### src/rtl/dlp_pkg.sv
// dlp_pkg: shared widths and slot type for the dual-lane pipeline.
package dlp_pkg;
   localparam int DATA_W    = 32;
   localparam int CNT_W     = 16;
   localparam int NUM_LANES = 2;
   typedef logic lane_idx_t;
   typedef struct packed {
      logic              v;
      logic [DATA_W-1:0] d;
   } slot_t;
endpackage

### src/rtl/dual_lane_pipeline_pipe_lane.sv
// pipe_lane: fixed-latency scaling lane with emission counter.
module pipe_lane
   import dlp_pkg::*;
#(
   parameter int          STAGES = 4,
   parameter int unsigned COEFF  = 3
) (
   input  logic              clk,
   input  logic              reset,
   input  logic              hold,
   input  logic              in_v,
   input  logic [DATA_W-1:0] in_d,
   output logic              out_v,
   output logic [DATA_W-1:0] out_d,
   output logic [CNT_W-1:0]  emit_cnt
);
   slot_t             s [STAGES];
   logic [DATA_W-1:0] prod;
   assign prod  = s[0].d * DATA_W'(COEFF);
   assign out_v = s[STAGES-1].v && !hold && !reset;
   assign out_d = out_v ? s[STAGES-1].d : '0;
   // hold freezes every slot and the counter together so nothing is lost or repeated
   always_ff @(posedge clk) begin
      if (reset) begin
         for (int i = 0; i < STAGES; i++) s[i] <= '0;
         emit_cnt <= '0;
      end else if (!hold) begin
         s[0] <= '{v: in_v, d: in_d};
         s[1] <= '{v: s[0].v, d: prod};
         for (int i = 2; i < STAGES; i++) s[i] <= s[i-1];
         emit_cnt <= emit_cnt + CNT_W'(out_v);
      end
   end
endmodule

### src/rtl/dual_lane_pipeline.sv
// dual_lane_pipeline: round-robin / duplicate dispatch of a word stream into two scaling lanes.
module dual_lane_pipeline
   import dlp_pkg::*;
#(
   parameter int          STAGES = 4,
   parameter int unsigned COEFF0 = 3,
   parameter int unsigned COEFF1 = 5
) (
   input  logic              clk,
   input  logic              reset,
   input  logic [DATA_W-1:0] in_data,
   input  logic              in_valid,
   output logic              in_ready,
   input  logic              dup,
   input  logic              hold,
   output logic [DATA_W-1:0] pipeline1_outputs,
   output logic [DATA_W-1:0] pipeline2_outputs,
   output logic [1:0]        valid,
   output logic [CNT_W-1:0]  emit_cnt0,
   output logic [CNT_W-1:0]  emit_cnt1
);
   lane_idx_t rr;
   logic      acc;
   assign in_ready = !hold && !reset;
   assign acc      = in_valid && in_ready;
   always_ff @(posedge clk) begin
      if (reset) rr <= 1'b0;
      else if (acc && !dup) rr <= ~rr;
   end
   pipe_lane #(.STAGES(STAGES), .COEFF(COEFF0)) u_lane0 (
      .clk(clk), .reset(reset), .hold(hold),
      .in_v(acc && (dup || rr == 1'b0)), .in_d(in_data),
      .out_v(valid[0]), .out_d(pipeline1_outputs), .emit_cnt(emit_cnt0)
   );
   pipe_lane #(.STAGES(STAGES), .COEFF(COEFF1)) u_lane1 (
      .clk(clk), .reset(reset), .hold(hold),
      .in_v(acc && (dup || rr == 1'b1)), .in_d(in_data),
      .out_v(valid[1]), .out_d(pipeline2_outputs), .emit_cnt(emit_cnt1)
   );
endmodule

### config.mk
export PLATFORM = sky130hd
export DESIGN_NAME = dual_lane_pipeline
export DESIGN_NICKNAME = d
export VERILOG_FILES = /design/src/rtl/dlp_pkg.sv /design/src/rtl/dual_lane_pipeline_pipe_lane.sv /design/src/rtl/dual_lane_pipeline.sv
export SDC_FILE = /design/constraint.sdc
export NUM_CORES = 1
export LEC_CHECK = 0
export BUFFER_PORTS_ARGS = -buffer_cell sky130_fd_sc_hd__buf_2
export CAP_MARGIN = 5
export CORE_ASPECT_RATIO = 0.5
export CORE_MARGIN = 5
export CORE_UTILIZATION = 50
export CTS_BUF_LIST = sky130_fd_sc_hd__clkbuf_8
export DETAILED_ROUTE_END_ITERATION = 10
export PLACE_DENSITY_LB_ADDON = 0.12
export SYNTH_ARGS = -nofsm -noshare
export SYNTH_HDL_FRONTEND = slang
export SYNTH_HIERARCHICAL = 1
export SYNTH_SLANG_ARGS = --single-unit
### constraint.sdc
create_clock -name clk -period 4.75 [get_ports clk]
set_input_delay 0.2375 -clock clk [delete_from_list [all_inputs] [get_ports clk]]
set_output_delay 0.2375 -clock clk [all_outputs]
set_load 0.005 [all_outputs]
==> results.sh, run 1 <==
export IMPL_outcome="completed"
export IMPL_clockBufferDepth=3
export IMPL_end_kind="flop"
export IMPL_drive_gt1_share_pct=15.0
export IMPL_tns_ns=0
export IMPL_slowest_delay_ns=0.40
export IMPL_slew_headroom_pct=28.7
export IMPL_path_cells="ha_1 -> ha_1 -> fa_1 -> a21oi_1 -> o22ai_2 -> o31ai_2 -> o21ai_1 -> a211oi_2 -> xor2_1 -> nor2_1"
export IMPL_io_buffers=135
export IMPL_grt_pass1_vias=9666
export IMPL_path_clk_slew_ns=0.07
export IMPL_synth_seq_cells=297
export IMPL_rows=45
export IMPL_cts_htree_levels=2
export IMPL_grt_pass1_wl_mm=50.3
export IMPL_arrival_ns=3.36
export IMPL_finalNonFillerCells=1889
export IMPL_vias=9872
export IMPL_crit_required_ns=5.05
export IMPL_cts_hold_buf=32
export IMPL_slew_violations=0
export IMPL_drt_pre_antenna_iters=5
export IMPL_fp_dieW_um=256
export IMPL_clock_root_buffer="clkbuf_8"
export IMPL_cts_setup_buffers=0
export IMPL_synth_main_ff_cell="edfxtp_1"
export IMPL_p_per_area_nw_per_um2=345
export IMPL_synth_top_cell_area_share_pct=52.5
export IMPL_fin_nets=1588
export IMPL_synth_area_per_cell_um2=11.6
export IMPL_drc=0
export IMPL_numPlacedInstances=1779
export IMPL_diodes=0
export IMPL_drv_cap=0
export IMPL_syn_nets=1427
export IMPL_totalWireLength_mm=30.9
export IMPL_ir_worst_vdd_v=0.000215
export IMPL_post_route_period_util_pct=64.4
export IMPL_syn2layout_area_growth_pct=14.5
export IMPL_antenna_found_initial=0
export IMPL_min_path_type="in2reg"
export IMPL_critPathKind="reg2reg"
export IMPL_final_cell_mix="264 x edfxtp_1, 215 x and2_1, 135 x buf_2, 107 x nor2_1, 91 x ha_1"
export IMPL_drt_iter0_drc=564
export IMPL_setup_worst_path_start_class="flop"
export IMPL_cts_resized=0
export IMPL_die_h_um=133
export IMPL_core_um2=30100
export IMPL_grt_overflow=0
export IMPL_synth_area_leader_cell="edfxtp_1"
export IMPL_finalSetupViolCount=0
export IMPL_period_minus_slack_ns=3.06
export IMPL_skew_ns=0.0295
export IMPL_netlist_instances=1297
export IMPL_hold_violations=0
export IMPL_post_dp_hpwl_mm=20.6
export IMPL_viasPerCell=5.23
export IMPL_leakage_nw=7.57
export IMPL_antenna_left=0
export IMPL_cts_buffers=44
export IMPL_max_freq_mhz=327
export IMPL_path_max_fanout=3
export IMPL_cts_sinks=297
export IMPL_tightestPinTransition_ns=1.07
export IMPL_synth_area_um2=15100
export IMPL_rsz0062_at_grt="no"
export IMPL_mostFrequentLayoutCell="edfxtp_1"
export IMPL_synth_edf_count=264
export IMPL_clock_latency_ns=0.58
export IMPL_die_area_um2=34000
export IMPL_cts_tree="yes"
export IMPL_track_usage_pct=17.9
export IMPL_start_util_pct=50.2
export IMPL_crit_top_cell="ha_1"
export IMPL_num_fill_cells=2572
export IMPL_io_pins=136
export IMPL_grt_start_max_net_pins=96
export IMPL_yosysSeqAreaShare_pct=56.9
export IMPL_async_flop_share_pct=0
export IMPL_critPathSlowestCell="edfxtp_1"
export IMPL_wl_per_cell_um=16.3
export IMPL_synth_area_leaders="edfxtp_1 53%, and2_1 8.9%, ha_1 7.5%, dfxtp_1 4.4%, and3_1 3.2%"
export IMPL_synth_warnings=6
export IMPL_gp_congestion=0.870
export IMPL_synth_cell_types=68
## Yosys cell counts, drive strengths merged (14+ instances only)
cell type,number
a21oi,69
nand4,14
ha,91
and2,215
o21ai,42
clkbuf,53
and3,78
nor3,14
xor2,45
nand2,70
dfxtp,33
a21o,14
xnor2,22
edfxtp,264
nand3,31
nor2,110
## final cells by class
class                      instances  area (µm²)  area share (%)
clock buffer                      48         661            3.82
clock inverter                    30         165           0.955
inverter                          10        37.5           0.217
multi-input combinational        929        6260            36.2
sequential                       297        8590            49.7
tap                              399         499            2.89
timing repair buffer             176        1080            6.23
## registers in the layout (all words and copies together) (netlist names)
signal,flops
rr,1
u_lane0/emit_cnt,16
u_lane0/s,132
u_lane1/emit_cnt,16
u_lane1/s,132
## path summary, 6_finish.rpt
check / start / to / slack (ns) / cells past startpoint
worst max-delay path: u_lane1/s[0][3] / u_lane1/s[1][29] / 1.69 / 10
worst max register to register: u_lane1/s[0][3] / u_lane1/s[1][29] / 1.69 / 10
worst min register to register: u_lane0/s[1][11] / u_lane0/s[2][11] / 0.51 / 1
worst min-delay path: dup / rr / 0.05 / 3
## per-stage QoR
| stage | hold WS (ns) | total power [mW] | area (µm²) | setup WS (ns) | utilization, % |
|---|---|---|---|---|---|
| after floorplan | 0.436 | 3.77 | 15100 | 0.530 | - |
| after global placement | 0.476 | 3.99 | 16100 | 1.77 | 53.7 |
| after detailed placement | 0.491 | 3.99 | 16100 | 1.69 | 53.7 |
| after CTS | 0.00896 | 6.04 | 17300 | 1.69 | 57.5 |
| after global routing | 0.0202 | 6.28 | 17300 | 1.51 | 57.5 |
| final | 0.0518 | 5.96 | 17300 | 1.69 | 57.5 |
## worst max-delay path: cells and delay by family (launching register included)
family                     cells  cell delay [ns]
adders and majority gates      3             0.94
DFF                            1             0.40
AOI/OAI and AO/OA              5             1.21
and+or+nand+nor                1             0.05
xor gates and xnor gates       1             0.18
## cell families after synthesis
group                      after synthesis  synth area share (%)
muxes                                   10                 0.704
buffers and inverters                   71                  1.86
xor gates and xnor gates                67                  3.89
adders and majority gates               93                  7.81
DFF                                    297                  56.9
AOI/OAI and AO/OA                      188                  8.33
and+or+nand+nor                        571                  20.5
## where the power goes
group,internal [mW],total (mW),switching (mW)
sequential,3.05,3.12,0.0705
combinational,0.326,0.855,0.529
clock,1.03,1.99,0.958
## routing by layer
metal  part of all wire, %  track usage, %
met1                    52            27.9
met2                    41            25.4
met3                   5.3            3.99
met4                   1.6            4.13
met5                     0               0
Power figures use the tool's default switching activity.
==> run 2, diff against run 1 <==
Clock period 4.75 ns to 2.6 ns, I/O delays scaled along.
==> run 2 against run 1 <==
Effect of this change: the run now ends with negative setup slack left; count of clock-buffer cells in the layout shrank 4; die area unchanged; utilization grew 4.0 points; critical path depth stayed put; first-iteration DRC count increased by 20%; worst setup slack worse by 1.7 ns; final area up 7.0%; total power is 87% higher; clock skew down 0.014 ns; combinational power up 140%; register-to-register slack worse by 1.7 ns; sequential power grew 82%; critical path type unchanged.
==> results.sh, run 2 (same netlist as run 1, synthesis figures left out) <==
export IMPL_outcome="complete, but fails checks"
export IMPL_violations="negative setup slack"
export IMPL_whs_path_depth=3
export IMPL_dp_worst_setup_slack_ns=-0.206
export IMPL_worstHoldStart="hold"
export IMPL_arrival_ns=2.93
export IMPL_tightestPinTransition_ns=0.613
export IMPL_regArea_um2=8590
export IMPL_clkPwrFrac_pct=30.5
export IMPL_clock_root_buffer="clkbuf_8"
export IMPL_viasPerCell=5.22
export IMPL_grt_pass1_wl_mm=52.8
export IMPL_crit_top_cell="ha_4"
export IMPL_clockBufferDepth=3
export IMPL_power_frac_comb_pct=18.5
export IMPL_path_max_fanout=3
export IMPL_skew_ns=0.0156
export IMPL_drt_pre_antenna_iters=5
export IMPL_io_buffers=135
export IMPL_leakage_nw=8.02
export IMPL_placed_area_um2=16800
export IMPL_vias=10366
export IMPL_cp_num_buf_inv=0
export IMPL_fp_dieW_um=256
export IMPL_min_to="u_lane1/s[0][29]"
export IMPL_drt_iter0_drc=678
export IMPL_antenna_found_initial=2
export IMPL_gp_congestion=0.904
export IMPL_totalWireLength_mm=33.1
export IMPL_cts_sinks=297
export IMPL_cts_tree="yes"
export IMPL_p_int_mw=8.16
export IMPL_start_util_pct=50.2
export IMPL_hold_violations=0
export IMPL_cts_buffers=42
export IMPL_critPathSlowestCell="edfxtp_1"
export IMPL_fin_nets=1681
export IMPL_io_pins=136
export IMPL_post_dp_hpwl_mm=22.0
export IMPL_drv_cap=0
export IMPL_antenna_left=0
export IMPL_r2r_end="u_lane1/s[1][29]"
export IMPL_finalSetupViolCount=4
export IMPL_p_per_area_nw_per_um2=603
export IMPL_multi_input_area_um2=6760
export IMPL_r2r_cells=10
export IMPL_clock_latency_ns=0.56
export IMPL_slew_violations=0
export IMPL_die_h_um=133
export IMPL_syn2layout_area_growth_pct=22.5
export IMPL_path_delay_family="compound AO/OA/AOI/OAI gates"
export IMPL_power_switching_mw=3.00
export IMPL_slew_headroom_pct=59.1
export IMPL_track_usage_pct=18.7
export IMPL_switching_share_pct=26.9
export IMPL_period_minus_slack_ns=2.63
export IMPL_post_route_period_util_pct=101
export IMPL_cts_htree_levels=2
export IMPL_rrSetupSlack_ns=-0.03
export IMPL_path_clk_slew_ns=0.07
export IMPL_r2r_start="u_lane1/s[0][1]"
export IMPL_final_cell_mix="264 x edfxtp_1, 215 x and2_1, 135 x buf_2, 105 x nor2_1, 97 x buf_4"
export IMPL_design_area_um2=18500
export IMPL_drc=0
export IMPL_end_kind="flop"
export IMPL_path_cells="ha_4 -> ha_4 -> fa_2 -> a21oi_4 -> o22ai_4 -> o31ai_4 -> o21ai_2 -> a211oi_2 -> xor2_1 -> nor2_1"
export IMPL_max_freq_mhz=380
export IMPL_mostFrequentLayoutCell="edfxtp_1"
export IMPL_num_fill_cells=2500
export IMPL_wl_per_cell_um=16.7
export IMPL_grt_overflow=0
export IMPL_die_area_um2=34000
export IMPL_grt_start_max_net_pins=84
export IMPL_largest_registers="u_lane0/s: 132 flops, u_lane1/s: 132 flops"
export IMPL_rows=45
export IMPL_setup_worst_path_start_class="flop"
export IMPL_slowest_delay_ns=0.43
export IMPL_seq_power_share_pct=50.9
export IMPL_rsz0062_at_grt="yes"
export IMPL_layout_setup_ws_ns=-0.0336
export IMPL_drive_gt1_share_pct=23.6
export IMPL_crit_required_ns=2.90
export IMPL_grt_pass1_vias=10086
export IMPL_core_um2=30100
export IMPL_ir_worst_vdd_v=0.000371
export IMPL_critPathKind="reg2reg"
export IMPL_min_path_type="in2reg"
==> run 2: cell count changes in the layout (fill, tap and decap cells not counted), moves of 5 or more <==
cell | previous run | this run
o21ai_0 | 31 | 26
inv_1 | 30 | 23
a21oi_1 | 66 | 57
clkinv_2 | 0 | 6
a21oi_2 | 3 | 11
buf_4 | 8 | 97
ha_4 | 0 | 21
ha_1 | 91 | 68
==> run 2: final cells by class <==
| type | instances | area share, % |
|---|---|---|
| Antenna cell | 2 | 0.0271 |
| Clock buffer | 44 | 3.27 |
| Clock inverter | 32 | 0.852 |
| Inverter | 10 | 0.203 |
| Multi-Input combinational cell | 929 | 36.6 |
| Sequential cell | 297 | 46.4 |
| Tap cell | 399 | 2.70 |
| Timing Repair Buffer | 271 | 9.97 |
==> run 2: through the flow <==
step	setup TNS (ns)	cells	hold WS, ns	power, mW	utilization [%]
CTS	-0.183	1977	0.0431	11.1	60.1
global route	-2.15	1984	0.0512	11.8	61.5
global placement	-0.550	1858	0.425	7.53	55.9
finish	-0.0573	1984	0.0844	11.2	61.5
floorplan	-0.0354	1297	0.299	6.88	-
detailed placement	-1.56	1858	0.421	7.55	55.9
==> run 2: power groups by stage <==
stage,clock network [mW],registers [mW],logic [mW]
after floorplan,0,5.74,1.14
after global placement,0,5.77,1.76
after detailed placement,0,5.77,1.78
after CTS,3.53,5.68,1.89
after global routing,3.79,5.71,2.28
final,3.41,5.68,2.07
==> run 2: tightest hold or removal path, stage by stage <==
cell	delay, ns
buf_2	0.11
nor2_4	0.07
and2_1	0.16
==> run 2: worst max-delay path by stage <==
stage / end / startpoint / depth (start not counted) / slack, ns
2_1_floorplan: u_lane0/s[1][29] / u_lane0/s[0][1] / 9 / -0.04
4_1_cts: u_lane0/s[1][29] / u_lane0/s[0][0] / 9 / -0.06
3_5_place_dp: u_lane1/s[1][29] / u_lane1/s[0][1] / 10 / -0.21
3_3_place_gp: u_lane1/s[1][29] / u_lane1/s[0][1] / 10 / -0.13
5_1_grt: u_lane1/s[1][29] / u_lane1/s[0][18] / 10 / -0.15
6_report: u_lane1/s[1][29] / u_lane1/s[0][1] / 10 / -0.03
==> run 2: what timing repair did <==
item | in CTS | in global routing
buffers inserted | 9 | 5
pin swaps | 20 | 22
endpoints found under the setup margin | 23 | 32
hold buffers | 34 | 0
endpoints found under the hold margin | 66 | 0
resized for setup | 19 | 53
==> run 2: metal layers <==
layer  vias up  track usage [%]  routed length, µm
met1      4909             28.9              17000
met5         -                0                  0
met3        55             4.39               1640
met2       214             26.5              13800
li1       5188                -                  -
met4         0             4.58                607
